`src/rtl/instr_fetch_unit_pkg.sv`:
```
// Shared opcode header for the fetch unit: instruction width, default address width, FSM encodings.
// Optional feature macro: FETCH_HALT_ON_WRAP_EN (stop fetching after the last address instead of wrapping).
`ifndef INSTRUCTION_WIDTH
`define INSTRUCTION_WIDTH 6
`endif

package instr_fetch_unit_pkg;

   localparam int DEFAULT_ADDR_WIDTH = 5;

   typedef enum logic [1:0] {
      FETCH_IDLE   = 2'd0,
      FETCH_RUN    = 2'd1,
      FETCH_HALTED = 2'd2
   } fetch_state_e;

endpackage

```
`src/rtl/instr_fetch_unit_if.sv`:
```
// Fetch bus: ROM address/data pair plus the instruction valid/ready handshake towards the decoder.
interface instr_fetch_unit_if
   import instr_fetch_unit_pkg::*;
#(
   parameter int ADDR_WIDTH = DEFAULT_ADDR_WIDTH,
   parameter int IW         = `INSTRUCTION_WIDTH
);

   logic [ADDR_WIDTH-1:0] rom_addr;
   logic [IW-1:0]         rom_data;
   logic [IW-1:0]         instr;
   logic [ADDR_WIDTH-1:0] instr_pc;
   logic                  instr_valid;
   logic                  instr_ready;

   modport master (
      output rom_addr, instr, instr_pc, instr_valid,
      input  rom_data, instr_ready
   );

   modport slave (
      input  rom_addr, instr, instr_pc, instr_valid,
      output rom_data, instr_ready
   );

endinterface

```
`src/rtl/instr_fetch_unit_program_counter.sv`:
```
// Program counter: jump load beats increment; increment either wraps or saturates at the top address.
module program_counter
   import instr_fetch_unit_pkg::*;
#(
   parameter int          ADDR_WIDTH = DEFAULT_ADDR_WIDTH,
   parameter int unsigned RESET_PC   = 0
) (
   input  logic                  clk,
   input  logic                  rst_n,
   input  logic                  load_en,
   input  logic [ADDR_WIDTH-1:0] load_addr,
   input  logic                  inc_en,
   input  logic                  wrap_en,
   output logic [ADDR_WIDTH-1:0] pc
);

   logic [ADDR_WIDTH-1:0] pc_q;
   logic [ADDR_WIDTH-1:0] pc_d;

   always_comb begin
      pc_d = pc_q;
      if (load_en) begin
         pc_d = load_addr;
      end else if (inc_en && (wrap_en || (pc_q != '1))) begin
         pc_d = pc_q + ADDR_WIDTH'(1);
      end
   end

   always_ff @(posedge clk or negedge rst_n) begin
      if (!rst_n) begin
         pc_q <= ADDR_WIDTH'(RESET_PC);
      end else begin
         pc_q <= pc_d;
      end
   end

   assign pc = pc_q;

endmodule

```
`src/rtl/instr_fetch_unit.sv`:
```
// Instruction fetch unit: owns the PC, registers ROM words and hands them to the decoder over valid/ready.
// Optional feature macro: FETCH_HALT_ON_WRAP_EN.
module instr_fetch_unit
   import instr_fetch_unit_pkg::*;
#(
   parameter int          ADDR_WIDTH = DEFAULT_ADDR_WIDTH,
   parameter int          IW         = `INSTRUCTION_WIDTH,
   parameter int unsigned RESET_PC   = 0
) (
   input  logic                  clk,
   input  logic                  rst_n,
   input  logic                  fetch_en,
   input  logic                  jump_en,
   input  logic [ADDR_WIDTH-1:0] jump_addr,
   output logic                  halted,
   instr_fetch_unit_if.master    bus
);

   fetch_state_e          state_q, state_d;
   logic [IW-1:0]         instr_q, instr_d;
   logic [ADDR_WIDTH-1:0] instr_pc_q, instr_pc_d;
   logic                  instr_valid_q, instr_valid_d;
   logic [ADDR_WIDTH-1:0] pc;
   logic                  slot_free;
   logic                  do_fetch;
   logic                  wrap_en;
`ifdef FETCH_HALT_ON_WRAP_EN
   logic                  halted_q, halted_d;
`endif

   program_counter #(
      .ADDR_WIDTH (ADDR_WIDTH),
      .RESET_PC   (RESET_PC)
   ) u_pc (
      .clk       (clk),
      .rst_n     (rst_n),
      .load_en   (jump_en),
      .load_addr (jump_addr),
      .inc_en    (do_fetch),
      .wrap_en   (wrap_en),
      .pc        (pc)
   );

   // Jump outranks fetch, which outranks a plain consume; the jump also kills a stalled instruction.
   always_comb begin
      state_d       = state_q;
      instr_d       = instr_q;
      instr_pc_d    = instr_pc_q;
      instr_valid_d = instr_valid_q;
      wrap_en       = 1'b1;
`ifdef FETCH_HALT_ON_WRAP_EN
      halted_d      = halted_q;
`endif
      slot_free = !instr_valid_q || bus.instr_ready;
      do_fetch  = (state_q == FETCH_RUN) && fetch_en && slot_free && !jump_en;

      case (state_q)
         FETCH_IDLE: if (fetch_en)  state_d = FETCH_RUN;
         FETCH_RUN:  if (!fetch_en) state_d = FETCH_IDLE;
         default:    state_d = state_q;
      endcase

      if (jump_en) begin
         instr_valid_d = 1'b0;
`ifdef FETCH_HALT_ON_WRAP_EN
         halted_d = 1'b0;
         if (state_q == FETCH_HALTED) state_d = FETCH_RUN;
`endif
      end else if (do_fetch) begin
         instr_d       = bus.rom_data;
         instr_pc_d    = pc;
         instr_valid_d = 1'b1;
`ifdef FETCH_HALT_ON_WRAP_EN
         wrap_en = 1'b0;
         if (pc == '1) begin
            state_d  = FETCH_HALTED;
            halted_d = 1'b1;
         end
`endif
      end else if (bus.instr_ready) begin
         instr_valid_d = 1'b0;
      end
   end

   always_ff @(posedge clk or negedge rst_n) begin
      if (!rst_n) begin
         state_q       <= FETCH_IDLE;
         instr_q       <= '0;
         instr_pc_q    <= '0;
         instr_valid_q <= 1'b0;
      end else begin
         state_q       <= state_d;
         instr_q       <= instr_d;
         instr_pc_q    <= instr_pc_d;
         instr_valid_q <= instr_valid_d;
      end
   end

`ifdef FETCH_HALT_ON_WRAP_EN
   always_ff @(posedge clk or negedge rst_n) begin
      if (!rst_n) begin
         halted_q <= 1'b0;
      end else begin
         halted_q <= halted_d;
      end
   end

   assign halted = halted_q;
`else
   assign halted = 1'b0;
`endif

   assign bus.rom_addr    = pc;
   assign bus.instr       = instr_q;
   assign bus.instr_pc    = instr_pc_q;
   assign bus.instr_valid = instr_valid_q;

endmodule

```
`src/flat_wrapper.sv`:
```
// flat-port wrapper written by rule: the top's interface ports become plain ports
module instr_fetch_unit_flat import instr_fetch_unit_pkg::*;
#(
   parameter int          ADDR_WIDTH = DEFAULT_ADDR_WIDTH,
   parameter int          IW         = `INSTRUCTION_WIDTH,
   parameter int unsigned RESET_PC   = 0
)
  (clk, rst_n, fetch_en, jump_en, jump_addr, halted, bus_rom_addr, bus_instr, bus_instr_pc, bus_instr_valid, bus_rom_data, bus_instr_ready);
  instr_fetch_unit_if #(.ADDR_WIDTH(ADDR_WIDTH), .IW(IW)) bus_i ();
  input  logic clk;
  input  logic rst_n;
  input  logic fetch_en;
  input  logic jump_en;
  input  logic [ADDR_WIDTH-1:0] jump_addr;
  output logic halted;
  output wire logic [$bits(bus_i.rom_addr)-1:0] bus_rom_addr;
  output wire logic [$bits(bus_i.instr)-1:0] bus_instr;
  output wire logic [$bits(bus_i.instr_pc)-1:0] bus_instr_pc;
  output wire logic [$bits(bus_i.instr_valid)-1:0] bus_instr_valid;
  input wire logic [$bits(bus_i.rom_data)-1:0] bus_rom_data;
  input wire logic [$bits(bus_i.instr_ready)-1:0] bus_instr_ready;
  assign bus_rom_addr = bus_i.rom_addr;
  assign bus_instr = bus_i.instr;
  assign bus_instr_pc = bus_i.instr_pc;
  assign bus_instr_valid = bus_i.instr_valid;
  assign bus_i.rom_data = bus_rom_data;
  assign bus_i.instr_ready = bus_instr_ready;
  instr_fetch_unit #(.ADDR_WIDTH(ADDR_WIDTH), .IW(IW), .RESET_PC(RESET_PC)) u_core (.clk(clk), .rst_n(rst_n), .fetch_en(fetch_en), .jump_en(jump_en), .jump_addr(jump_addr), .halted(halted), .bus(bus_i));
endmodule
```
`config.mk`:
```
export PLATFORM = sky130hd
export DESIGN_NAME = instr_fetch_unit_flat
export DESIGN_NICKNAME = d
export VERILOG_FILES = /design/src/rtl/instr_fetch_unit_pkg.sv /design/src/rtl/instr_fetch_unit_if.sv /design/src/rtl/instr_fetch_unit_program_counter.sv /design/src/rtl/instr_fetch_unit.sv /design/src/flat_wrapper.sv
export SDC_FILE = /design/constraint.sdc
export NUM_CORES = 1
export LEC_CHECK = 0
export ABC_AREA = 1
export CAP_MARGIN = 20
export CORE_AREA = 2 2 51 53
export CTS_CLUSTER_SIZE = 14
export DETAILED_ROUTE_END_ITERATION = 7
export DIE_AREA = 0 0 53 55
export GPL_TIMING_DRIVEN = 0
export MAX_ROUTING_LAYER = met4
export PLACE_DENSITY = 0.76
export SETUP_SLACK_MARGIN = 0.1
export SLEW_MARGIN = 10
export SYNTH_ARGS = -nofsm -noshare
export SYNTH_HDL_FRONTEND = slang
export SYNTH_SLANG_ARGS = --single-unit
export TNS_END_PERCENT = 100
```
`constraint.sdc`:
```
create_clock -name clk -period 1 [get_ports clk]
set_input_delay 0.2 -clock clk [delete_from_list [all_inputs] [get_ports clk]]
set_output_delay 0.2 -clock clk [all_outputs]
set_load 0.005 [all_outputs]
```
Word-level counts from Yosys, hierarchy flattened:

Index checks and enable logic that the tools add are counted.

* flip-flop bits (word level): 19
* input bits: 16
* word-level logic and storage cells: 30
* output and inout bits: 18

* reductions and logical operators: 12
* multiplexer cells: 8
* add/subtract/negate cells: 1
* bitwise logic cells: 1
* equal/unequal tests: 3

Operators by type and width (count)
* $mux W5: 2
* $add A5 B1 Y5 const B: 1
* $mux W2: 2
* $ne A2 B2 Y1 const B: 2
* $pmux W2 S2: 1
* $reduce_bool A2 Y1: 2
* $logic_and A1 B1 Y1: 3
* $mux W1: 3
* $reduce_and A3 Y1: 1
* $reduce_bool A3 Y1: 1
* $eq A2 B1 Y1 const B: 1
* $logic_not A1 Y1: 2
* $logic_not A2 Y1: 1
* $reduce_and A2 Y1: 1
* $logic_or A1 B1 Y1: 1
* $not A1 Y1: 1

Depth between registers and ports, before layout:

Gate-level depths: netlist (run 1).

* word-level depth: 6
* gate-level depth with buffers: 7
* mapped depth without buffers: 7

By module:

From an unflattened synthesis (run 1), not the netlist that was laid out.

* cell total of the unflattened synthesis: 110
* area, all modules: 898.4 um^2

By module, submodules not included
* instr_fetch_unit: area an instance 563.0 um^2, times used 1, sequential area each 325.3 um^2, cells an instance 61
* program_counter: area an instance 335.3 um^2, times used 1, sequential area each 125.1 um^2, cells an instance 49

Worst setup path after synthesis (run 1):

No wires, ideal clock.

* path kind: register to register
* start: register u_core.state_q[0]
* end: register u_core.u_pc.pc_q[0] (netlist: u_core.u_pc.pc[0])
* path buffers: 0
* required time: 874 ps
* arrival time: 933 ps
* setup slack: -60 ps
* period minus slack after synthesis: 1060 ps
* cell stages (with the launch flop): 6
* cell sequence: dfrtp_1 > ha_1 > nand2_1 > nand2_1 > nand2_1 > o21ai_0

* word-level cells in the longest chain between the ends: 5

RTL lines
* start, declared: RTL line instr_fetch_unit.sv:19 `fetch_state_e state_q, state_d;`
* start signal, assigned: RTL line instr_fetch_unit.sv:92 `state_q <= state_d;`
* $eq A2 B1 Y1: RTL line instr_fetch_unit.sv:55 `do_fetch = (state_q == FETCH_RUN) && fetch_en && slot_free && !jump_en;`
* $logic_and A1 B1 Y1 (3 in series): RTL line instr_fetch_unit.sv:55
* $reduce_bool A2 Y1 (no line)
* end signal, assigned: RTL line instr_fetch_unit_program_counter.sv:31 `pc_q <= ADDR_WIDTH'(RESET_PC);`
* end signal, assigned: RTL line instr_fetch_unit_program_counter.sv:33 `pc_q <= pc_d;`
* end, declared: RTL line instr_fetch_unit_program_counter.sv:17 `logic [ADDR_WIDTH-1:0] pc_q;`

Every way passes these cells.
A chain may end at the register's enable or synchronous reset.

Worst setup path in the final report (run 1):

* start: register u_core.u_pc.pc_q[0] (netlist: u_core.u_pc.pc[0])
* end: register u_core.u_pc.pc_q[3] (netlist: u_core.u_pc.pc[3])

* word-level cells in the longest chain between the ends: 3

RTL lines
* $add A5 B1 Y5: RTL line instr_fetch_unit_program_counter.sv:25 `pc_d = pc_q + ADDR_WIDTH'(1);`
* $mux W5: RTL line instr_fetch_unit_program_counter.sv:24 `end else if (inc_en && (wrap_en || (pc_q != '1))) begin`
* $mux W5: RTL line instr_fetch_unit_program_counter.sv:22 `if (load_en) begin`

Every way passes these cells. The select of a mux whose other input is x is not followed.

==> results of run 1 <==
power groups by stage:
stage          Sequential (W)  Combinational, W  Clock, W
3_5_place_dp          0.00128           0.00133         0
2_1_floorplan         0.00128          0.000572         0
4_1_cts               0.00123           0.00155  0.000395
5_1_grt               0.00125           0.00208  0.000428
3_3_place_gp          0.00127           0.00129         0
6_report              0.00122           0.00189  0.000396
timing repair:
| action | 4_1_cts | 5_1_grt |
|---|---|---|
| resized for setup | 94 | 17 |
| hold buffers | 0 | 0 |
| setup buffers | 13 | 6 |
| endpoints found under the setup margin | 52 | 34 |
| gates cloned | 1 | 0 |
| pin swaps | 11 | 7 |
| endpoints found under the hold margin | 0 | 0 |
routing by layer:
metal / GRT usage (%) / part of all wire [%]
met4: 6.41 / 1.6
met1: 22.2 / 43
met2: 31.0 / 51
met5: - / 0
met3: 2.42 / 4.9
registers in the layout, indices dropped and copies added, names as in the netlist:
signal	cells
u_core.u_pc.pc	5
u_core.bus.instr_valid	1
u_core.bus.instr_pc	5
u_core.state_q	1
u_core.bus.instr	6
through the flow:
stage	hold slack (ps)	cell area [sq um]
after floorplan	-95.6	895
final	91.3	1460
after global routing	87.5	1460
after CTS	97.3	1360
after detailed placement	420	1240
after global placement	416	1240
cells by family (layout without fill, tap and decap cells):
logic type      Yosys count  in the layout  synth area share, %
compound gates            9              9                 6.94
simple gates             57             57                 28.0
buf+inv                  13             68                 8.67
flops                    18             18                 52.0
xor+xnor                  1              1                 1.01
other cells               1              1                0.433
fa+ha+maj                 2              2                 2.89
layout make-up:
type,count,area (sq um)
Timing Repair Buffer,51,417
Tap cell,30,37.5
Buffer,3,33.8
Inverter,10,50.0
Sequential cell,18,455
Multi-Input combinational cell,70,443
Clock buffer,4,26.3
Fill cell,202,902
path summary, 6_finish.rpt:
check / to
worst min register to register: u_core.bus.instr[4]
worst min-delay path: u_core.bus.instr_valid
worst max register to register: u_core.u_pc.pc[3]
worst max-delay path: u_core.u_pc.pc[3]
min in group asynchronous: u_core.u_pc.pc[2]
max in group asynchronous: u_core.u_pc.pc[3]
cell usage in the layout (no fill, tap or decap):
master and count:
ha_4 2, nand2_4 4, a21oi_1 1, dfrtp_1 14, inv_6 1, nand2_1 27
nand3_2 2, inv_2 1, dlygate4sd2_1 2, inv_8 1, xor2_1 1, buf_6 6
nand3_1 6, o21ai_1 4, o21ai_2 4, inv_1 7, clkbuf_1 1, nand2_2 15
buf_16 1, nand3_4 1, buf_8 1, nand4_1 2, buf_2 15, clkbuf_4 3
clkdlybuf4s50_1 12, conb_1 1, buf_4 17, dfrtp_2 4
==> reports/qor.txt, run 1 <==
Crit path depth = 7
Syn avg cell area = 8.57 sq um
DRT Pass-1 Iters = 4
WS Path Type = flop to flop
Internal power = 0.00225 W
DR vias/cell = 4.62
Worst-path maximum fanout = 4
Place WS = -428 ps
Slew Limit Fails = 0
Starting Density = 36.6%
Design Power = 0.00350 W
Maximum vdd ir drop = 1.47 mV
Combinational power share = 53.9%
Crit path cell chain = buf_6 -> buf_4 -> nand3_1 -> nand2_1 -> nand2_1 -> nand2_2 -> nand3_2
Buf/Inv on CP = 2
Failing checks = setup timing
Net Sw Frac = 35.7%
Crit end category = flop
RSZ-0062 raised after global routing = true
Max-slew headroom = 41.7%
Post-synth ARST share = 100%
Fmax = 910 MHz
Largest net degree at the start of global routing = 19
Die Span Y = 55 um
Hold path depth = 2
Flop-to-flop setup slack = -100 ps
Unique cell type count in the Yosys netlist = 16
Final Critical Period = 1100 ps
EDFF count, synth = 0
Routed Antenna Nets = 0
Global placer's final weighted congestion = 0.858
First-pass GRT wire length = 3640 um
Leading area contributor after synthesis = dfrtp_1
CP arrival = 1350 ps
Critical path's largest stage delay = 420 ps
Drt initial violations = 26
Most frequent CP cell = nand2_1
Synth top area cells = dfrtp_1 52%, nand2_1 20%, nand3_1 4.6%
Max_cap viols = 0
DR vias = 859
CP max stage cell = dfrtp_2
Origin of the critical flop-to-flop path = u_core.u_pc.pc[0]
Core area = 2360 sq um
CTS Buf Count = 3
Die area = 2920 sq um
Layout cell share with drive strength beyond 1 = 50.0%
Antenna violations before repair = 0
Cells after DPL = 162
CTS tree = done
Synth Register Bits = 18
Syn_nets = 119
Wire length per cell = 12.4 um
Syn Inst Count = 101
Run status = finished, violations left
CTS Buffer Depth = 2
Final std cells w/o fill = 186
Hold_sp = jump_en
Startpoint Class = flop
Reg power frac = 34.8%
Gr ovfl total = 0
Vias in the first global route = 798
Hold Fails Final Rpt = 0
Final setup violation count = 33
ANT cells = 0
Area delta synth->final = 68.9%
Nets = 175
Power density over cell area = 2390 nW/um^2
Slew @ Worst Pin = 874 ps
Post-synth top flop = dfrtp_1
Worst skew pair latency = 310 ps
Synthesis Warnings = 0
Final worst-path cycle share = 110%
Synth top area share = 52.0%
Count leader, synth = nand2_1
Port buffer count = 31
Worst reg2reg path depth = 7
P_sw = 0.00125 W
Hold Crit Class = input port to flop
Required time worst endpoint = 1250 ps
Top delay family on crit path = flip-flops
Sequential area share after synthesis = 52.0%
I/O pin count = 34
Clock Power Share = 11.3%
Worst Setup SP = u_core.u_pc.pc[0]
H-tree Lvls = 1
Final setup skew = 3.55 ps
Site Rows = 18
Leakage = 0.748 nW
CTS root buffer = clkbuf_4
Clk pin slew, worst setup/hold paths = 100 ps
Die width = 53 um
Post-DP HPWL = 1420 um
Drc violations = 0
Drt total wl = 2310 um
Global-route total usage across every layer = 18.1%
Post-synth top cells = 46 x nand2_1, 18 x dfrtp_1, 8 x inv_1, 8 x nand3_1
Setup TNS = -1890 ps
Mapped Area = 866 sq um
CTS sink cnt = 18
PnR worst setup slack = -99.1 ps
Final Util = 61.9%
Power figures use the tool's default switching activity.
==> inputs of run 2 (changes only) <==
--- a/config.mk
+++ b/config.mk
@@ -15,7 +15,7 @@
 export MAX_ROUTING_LAYER = met4
 export PLACE_DENSITY = 0.76
 export SETUP_SLACK_MARGIN = 0.1
-export SLEW_MARGIN = 10
+export SLEW_MARGIN = 0
 export SYNTH_ARGS = -nofsm -noshare
 export SYNTH_HDL_FRONTEND = slang
 export SYNTH_SLANG_ARGS = --single-unit
==> results of run 2 <==
The final DEF is identical to that of run 1; final timing and power are the same.
